File: src/rtl/shift_sequencer_if.sv
// Bundle between the control unit, the shift sequencer and the combinational shifter.
// The slave modport is the sequencer's view. The master modport is the control unit's and shifter's view.
interface shift_sequencer_if #(
  parameter int n     = 8,
  parameter int AMT_W = 4
);
  logic             start;
  logic             dir;
  logic [AMT_W-1:0] amount;
  logic [n-1:0]     din;
  logic [n-1:0]     sh_data;
  logic [2:0]       sh_ctrl;
  logic [n-1:0]     sh_result;
  logic [n-1:0]     result;
  logic             busy;
  logic             done;

  modport master (
    output start, dir, amount, din, sh_result,
    input  sh_data, sh_ctrl, result, busy, done
  );

  modport slave (
    input  start, dir, amount, din, sh_result,
    output sh_data, sh_ctrl, result, busy, done
  );
endinterface

File: src/rtl/shift_sequencer.sv
// Multi-cycle shift controller: steps an external n-bit shifter until the requested amount is consumed.
// Optional feature macro SHIFT_SEQ_QUAD_EN enables shift-by-2 steps while at least two positions remain.
module shift_sequencer #(
  parameter int n     = 8,
  parameter int AMT_W = 4
) (
  input logic              clk,
  input logic              reset,
  shift_sequencer_if.slave bus
);

  typedef enum logic [1:0] {IDLE, SHIFT, DONE} state_t;

  localparam logic [2:0] CTRL_SHL1 = 3'd0;
  localparam logic [2:0] CTRL_SHR1 = 3'd1;
  localparam logic [2:0] CTRL_PASS = 3'd2;
  localparam logic [2:0] CTRL_SHL2 = 3'd3;
  localparam logic [2:0] CTRL_SHR2 = 3'd4;

  state_t           state_reg;
  logic [n-1:0]     acc_reg;
  logic [AMT_W-1:0] rem_reg;
  logic             dir_reg;
  logic             busy_reg;
  logic             done_reg;

  logic             quad_ok;
  logic [AMT_W-1:0] rem_next;
  logic [2:0]       ctrl_next;

  // Step selection depends only on registers, so sh_ctrl never sees sh_result.
  always_comb begin
`ifdef SHIFT_SEQ_QUAD_EN
    quad_ok = (rem_reg >= AMT_W'(2));
`else
    quad_ok = 1'b0;
`endif
    rem_next  = quad_ok ? rem_reg - AMT_W'(2) : rem_reg - AMT_W'(1);
    ctrl_next = CTRL_PASS;
    if (state_reg == SHIFT) begin
      if (quad_ok)
        ctrl_next = dir_reg ? CTRL_SHR2 : CTRL_SHL2;
      else
        ctrl_next = dir_reg ? CTRL_SHR1 : CTRL_SHL1;
    end
  end

  always_ff @(posedge clk or posedge reset) begin
    if (reset) begin
      state_reg <= IDLE;
      acc_reg   <= '0;
      rem_reg   <= '0;
      dir_reg   <= 1'b0;
      busy_reg  <= 1'b0;
      done_reg  <= 1'b0;
    end else begin
      case (state_reg)
        IDLE: begin
          if (bus.start) begin
            acc_reg  <= bus.din;
            rem_reg  <= bus.amount;
            dir_reg  <= bus.dir;
            busy_reg <= 1'b1;
            if (bus.amount == '0) begin
              state_reg <= DONE;
              done_reg  <= 1'b1;
            end else begin
              state_reg <= SHIFT;
            end
          end
        end
        SHIFT: begin
          acc_reg <= bus.sh_result;
          rem_reg <= rem_next;
          if (rem_next == '0) begin
            state_reg <= DONE;
            done_reg  <= 1'b1;
          end
        end
        DONE: begin
          state_reg <= IDLE;
          busy_reg  <= 1'b0;
          done_reg  <= 1'b0;
        end
        default: begin
          state_reg <= IDLE;
          busy_reg  <= 1'b0;
          done_reg  <= 1'b0;
        end
      endcase
    end
  end

  assign bus.sh_data = acc_reg;
  assign bus.sh_ctrl = ctrl_next;
  assign bus.result  = acc_reg;
  assign bus.busy    = busy_reg;
  assign bus.done    = done_reg;

endmodule

File: src/flat_wrapper.sv
// flat-port wrapper written by rule: the top's interface ports become plain ports
module shift_sequencer_flat 
#(
  parameter int n     = 8,
  parameter int AMT_W = 4
)
  (clk, reset, bus_start, bus_dir, bus_amount, bus_din, bus_sh_result, bus_sh_data, bus_sh_ctrl, bus_result, bus_busy, bus_done);
  shift_sequencer_if #(.n(n), .AMT_W(AMT_W)) bus_i ();
  input logic clk;
  input logic reset;
  input wire logic [$bits(bus_i.start)-1:0] bus_start;
  input wire logic [$bits(bus_i.dir)-1:0] bus_dir;
  input wire logic [$bits(bus_i.amount)-1:0] bus_amount;
  input wire logic [$bits(bus_i.din)-1:0] bus_din;
  input wire logic [$bits(bus_i.sh_result)-1:0] bus_sh_result;
  output wire logic [$bits(bus_i.sh_data)-1:0] bus_sh_data;
  output wire logic [$bits(bus_i.sh_ctrl)-1:0] bus_sh_ctrl;
  output wire logic [$bits(bus_i.result)-1:0] bus_result;
  output wire logic [$bits(bus_i.busy)-1:0] bus_busy;
  output wire logic [$bits(bus_i.done)-1:0] bus_done;
  assign bus_i.start = bus_start;
  assign bus_i.dir = bus_dir;
  assign bus_i.amount = bus_amount;
  assign bus_i.din = bus_din;
  assign bus_i.sh_result = bus_sh_result;
  assign bus_sh_data = bus_i.sh_data;
  assign bus_sh_ctrl = bus_i.sh_ctrl;
  assign bus_result = bus_i.result;
  assign bus_busy = bus_i.busy;
  assign bus_done = bus_i.done;
  shift_sequencer #(.n(n), .AMT_W(AMT_W)) u_core (.clk(clk), .reset(reset), .bus(bus_i));
endmodule
File: config.mk
export PLATFORM = sky130hd
export DESIGN_NAME = shift_sequencer_flat
export DESIGN_NICKNAME = d
export VERILOG_FILES = /design/src/rtl/shift_sequencer_if.sv /design/src/rtl/shift_sequencer.sv /design/src/flat_wrapper.sv
export SDC_FILE = /design/constraint.sdc
export NUM_CORES = 1
export LEC_CHECK = 0
export CAP_MARGIN = 15
export CORE_ASPECT_RATIO = 0.7
export CORE_MARGIN = 4
export CORE_UTILIZATION = 37
export CTS_CLUSTER_SIZE = 40
export DETAILED_ROUTE_END_ITERATION = 10
export HOLD_SLACK_MARGIN = 0.1
export MAX_ROUTING_LAYER = met4
export PLACE_DENSITY = 0.75
export SYNTH_ARGS = -nofsm -noshare
export SYNTH_HDL_FRONTEND = slang
export SYNTH_SLANG_ARGS = --single-unit
File: constraint.sdc
create_clock -name clk -period 1.55 [get_ports clk]
set_input_delay 0.155 -clock clk [delete_from_list [all_inputs] [get_ports clk]]
set_output_delay 0.155 -clock clk [all_outputs]
set_load 0.1 [all_outputs]
* Yosys cells after proc, flatten, opt, wreduce, memory -nomap -nowiden
Cells that the tools add are included.
Cells by class: reductions and logical operators 9, eq/ne operators 4, $mul 0, magnitude comparators 0, mux-type cells 16, shifts and indexed selects 0, add/subtract/negate cells 1, bitwise operators 1, div/mod/pow operators 0
Operators with widths (number):
- $pmux 8 s2 | 1
- $logic_not 4->1 | 2
- $mux 8 | 1
- $pmux 4 s2 | 1
- $reduce_and 2->1 | 4
- $mux 2 | 3
- $mux 1 | 5
- $mux 4 | 1
- $ne 2x2->1 const B | 2
- $pmux 1 s2 | 2
- $pmux 2 s2 | 1
- $sub 4x1->4 const B | 1
- $mux 3 | 1
- $reduce_and 3->1 | 1
- $eq 2x1->1 const B | 1
- $logic_not 2->1 | 1
- $ne 2x1->1 const B | 1
- $reduce_bool 2->1 | 1
- $not 1->1 | 1
Word-level totals: bits in latches 0, ROM bits 0, register bits 17, memories 0, logic and storage cells 37, input port bits 24, bits in writable memories 0

* Logic depth before layout (Yosys ltp)
depth after elaboration 4, gate-level depth with buffers 7, gate-level depth less buffers 6

* Worst setup path after synthesis
Ideal clock, no wire load.
path type register -> output, start reg u_core.state_reg[0], end out bus_sh_ctrl[0], arrival time 1.532 ns, cell stages (with the launch flop) 5, slack -0.137 ns, required time 1.395 ns, path buffers 2, cell sequence dfrtp_1 -> buf_2 -> nor2b_1 -> buf_2 -> and2_1
On the way: cells in the longest elaborated chain, start to end 2
RTL lines:
- start: declaration | line shift_sequencer.sv:20 | state_t state_reg;
- start signal: assignment | line shift_sequencer.sv:50 | state_reg <= IDLE;
- start signal: assignment | line shift_sequencer.sv:65 | state_reg <= DONE;
- start signal: assignment | line shift_sequencer.sv:68 | state_reg <= SHIFT;
- $eq 2x1->1 | line shift_sequencer.sv:40 | if (state_reg == SHIFT) begin
- $mux 3 | line shift_sequencer.sv:40
- end: declaration | line flat_wrapper.sv:17 | output wire logic [$bits(bus_i.sh_ctrl)-1:0] bus_sh_ctrl;
No other way between the ends.

* Worst setup path in the final report
start reg u_core.rem_reg[0], end reg u_core.state_reg[0]
On the way: cells in the longest elaborated chain, start to end 4
RTL lines:
- start: declaration | line shift_sequencer.sv:22 | logic [AMT_W-1:0] rem_reg;
- start signal: assignment | line shift_sequencer.sv:61 | rem_reg <= bus.amount;
- start signal: assignment | line shift_sequencer.sv:74 | rem_reg <= rem_next;
- $sub 4x1->4 | line shift_sequencer.sv:38 | rem_next = quad_ok ? rem_reg - AMT_W'(2) : rem_reg - AMT_W'(1);
- $logic_not 4->1 | line shift_sequencer.sv:75 | if (rem_next == '0) begin
- $ne 2x2->1 (no source line)
- $reduce_and 2->1 (no source line)
- end signal: assignment | line shift_sequencer.sv:76 | state_reg <= DONE;
- end signal: assignment | line shift_sequencer.sv:81 | state_reg <= IDLE;
- end signal: assignment | line shift_sequencer.sv:86 | state_reg <= IDLE;
No other way between the ends. A chain may end at the register's enable or synchronous reset.

==> flow_summary.toml <==
[run_status]
outcome = "finished clean"

[global_route]
globalRouteTotalUtil = 0.178
first_global_vias = 1019
grt_pass1_wl_um = 4900
grt_max_degree = 18
overflow = 0
grt_antenna_before_repair = 0

[synthesis]
synth_area_leader_cell = "dfrtp_1"
syn_avg_cell_area_um2 = 9.19
synth_area_um2 = 1010
synth_async_sr_flop_share = 1.00
seq_area_frac_synth = 0.421
netlist.area_leader.share = 0.421
synth_edf_count = 0
yosysWarningCount = 0
synthCells = 110
ys_types = 30
synth.net_count = 136
ys.flop_type = "dfrtp_1"
ys_ff_latch = 17
synthTopCellsByArea = "dfrtp_1 42%, buf_4 7.4%, a21oi_1 6.9%"

[place]
hpwl_um = 2350
gp_congestion = 0.896
io_buffers = 43

[flow_run]
maxCapViolCount = 0

[final_layout]
seq_area_um2 = 429
multiInputGateArea_um2 = 465
syn2layout_area_growth_pct = 69.7
n_antenna_cell = 0
final_cell_mix = "23 x clkdlybuf4s50_1, 20 x buf_12, 14 x dfrtp_1, 13 x a21oi_1"
fillers = 197
largest_register_ffs = 8
drive_gt1_frac = 0.303
layout_commonest_cell = "clkdlybuf4s50_1"
nNetsFinal = 179

[routing]
ant_nets = 0
wirelength_um = 2980
drc = 0
num_vias = 980
wl_per_cell_um = 16.0
drtIter0Drc = 25
drt-pass1-iter-count = 4
vias_per_cell = 5.27

[sta]
hold_violations = 0
finalCritPeriodShare = 0.959
skew_ns = 0.00259
setup_tns_ns = 0
min_period_ns = 1.49
finalSetupViolCount = 0
fmaxAchievable_mhz = 672
finalMaxSlewViolations = 0

[worst_setup_path]
r2r_start = "u_core.rem_reg[0]"
endpoint_kind = "register"
path_max_fanout = 3
rrSetupSlack_ns = 0.06
crit_required_ns = 1.69
r2r_cells = 6
critPathKind = "register to register"
rr_endpoint = "u_core.state_reg[0]"
cp_data_arrival_time_ns = 1.62
critPathLaunchType = "register"

[clock_network]
path_clk_slew_ns = 0.06
cts_tree = "built"
insertion_delay_ns = 0.25
cts_buffer_depth = 2
cts_num_sinks = 17
root_buffer = "clkbuf_8"
numCtsBuffers = 3
ctsHtreeMaxLevel = 1

[floorplanning]
dieArea_um2 = 3650
die_width_um = 70.5
initial_core_util = 0.399
core_um2 = 2530
io_pins = 45
rows = 15
fp.dieH_um = 51.7

[hold_path]
holdCritPathClass = "primary input to async pin"
-- timing repair --
item                       4_1_cts  5_1_grt
setup endpoints to repair        0        5
gates resized for setup          0        4
hold buffers                     0        0
buffers inserted                 0        1
-- synth_stat cells (2+ instances only) --
master    instances
dfrtp_1          17
a21oi_1          14
nor2b_1          11
o21ai_0          11
buf_4            10
a22oi_1           8
nor2_1            6
inv_1             4
buf_2             3
clkbuf_1          2
ha_1              2
nand2_1           2
o21ai_1           2
o22ai_1           2
-- stage by stage --
stage / worst slack [ns] / std cells / util / hold WS (ns) / cell area, um2
floorplan: 0.0444 / 110 / - / 0.0810 / 1010
global placement: 0.0556 / 181 / 0.652 / 0.485 / 1650
detailed placement: 0.0480 / 181 / 0.652 / 0.497 / 1650
CTS: 0.0154 / 185 / 0.671 / 0.223 / 1700
global route: -0.0147 / 186 / 0.677 / 0.232 / 1720
finish: 0.0628 / 186 / 0.677 / 0.216 / 1720
-- cell type report --
| class | count | area share |
|---|---|---|
| multi-input combinational | 72 | 0.271 |
| inverter | 5 | 0.0109 |
| clock inverter | 1 | 0.00292 |
| sequential | 17 | 0.250 |
| clock buffer | 3 | 0.0241 |
| tap | 34 | 0.0248 |
| timing repair buffer | 54 | 0.416 |
-- how the worst max path moves through the flow --
stage / start / to / cells past startpoint
final: u_core.rem_reg[0] / u_core.state_reg[0] / 6
after global routing: u_core.rem_reg[1] / u_core.state_reg[1] / 6
after CTS: u_core.rem_reg[0] / u_core.bus.done / 6
after detailed placement: bus_amount[1] / u_core.state_reg[0] / 4
after global placement: bus_amount[1] / u_core.state_reg[0] / 4
after floorplan: u_core.bus.result[1] / bus_sh_data[1] / 1
-- logic make-up after synthesis --
group / share of synthesized area
flip-flops: 0.421
AND/OR/NAND/NOR: 0.145
multiplexers: 0.0111
AO/OA/AOI/OAI: 0.269
other: 0.00371
buffers and inverters: 0.126
adder cells (fa/ha/maj): 0.0247
-- layer usage --
metal / wire [um] / vias to the layer above / share of wire / GRT usage
li1: - / 462 / - / -
met3: 193 / 6 / 0.065 / 0.0637
met1: 1210 / 471 / 0.41 / 0.202
met4: 59 / 0 / 0.020 / 0.0669
met2: 1520 / 41 / 0.51 / 0.293
met5: 0 / - / 0 / -
-- worst max-delay path: stages (launching register included) --
cell and delay, ns:
dfrtp_2 0.35, inv_1 0.06, ha_2 0.19, or2_4 0.25, o31ai_4 0.18, o2111ai_2 0.18
o211a_1 0.16
Power of run 1 is left out: the tool's default activity adds up to more than one toggle a clock period on the data nets, which glitch-free logic cannot reach.
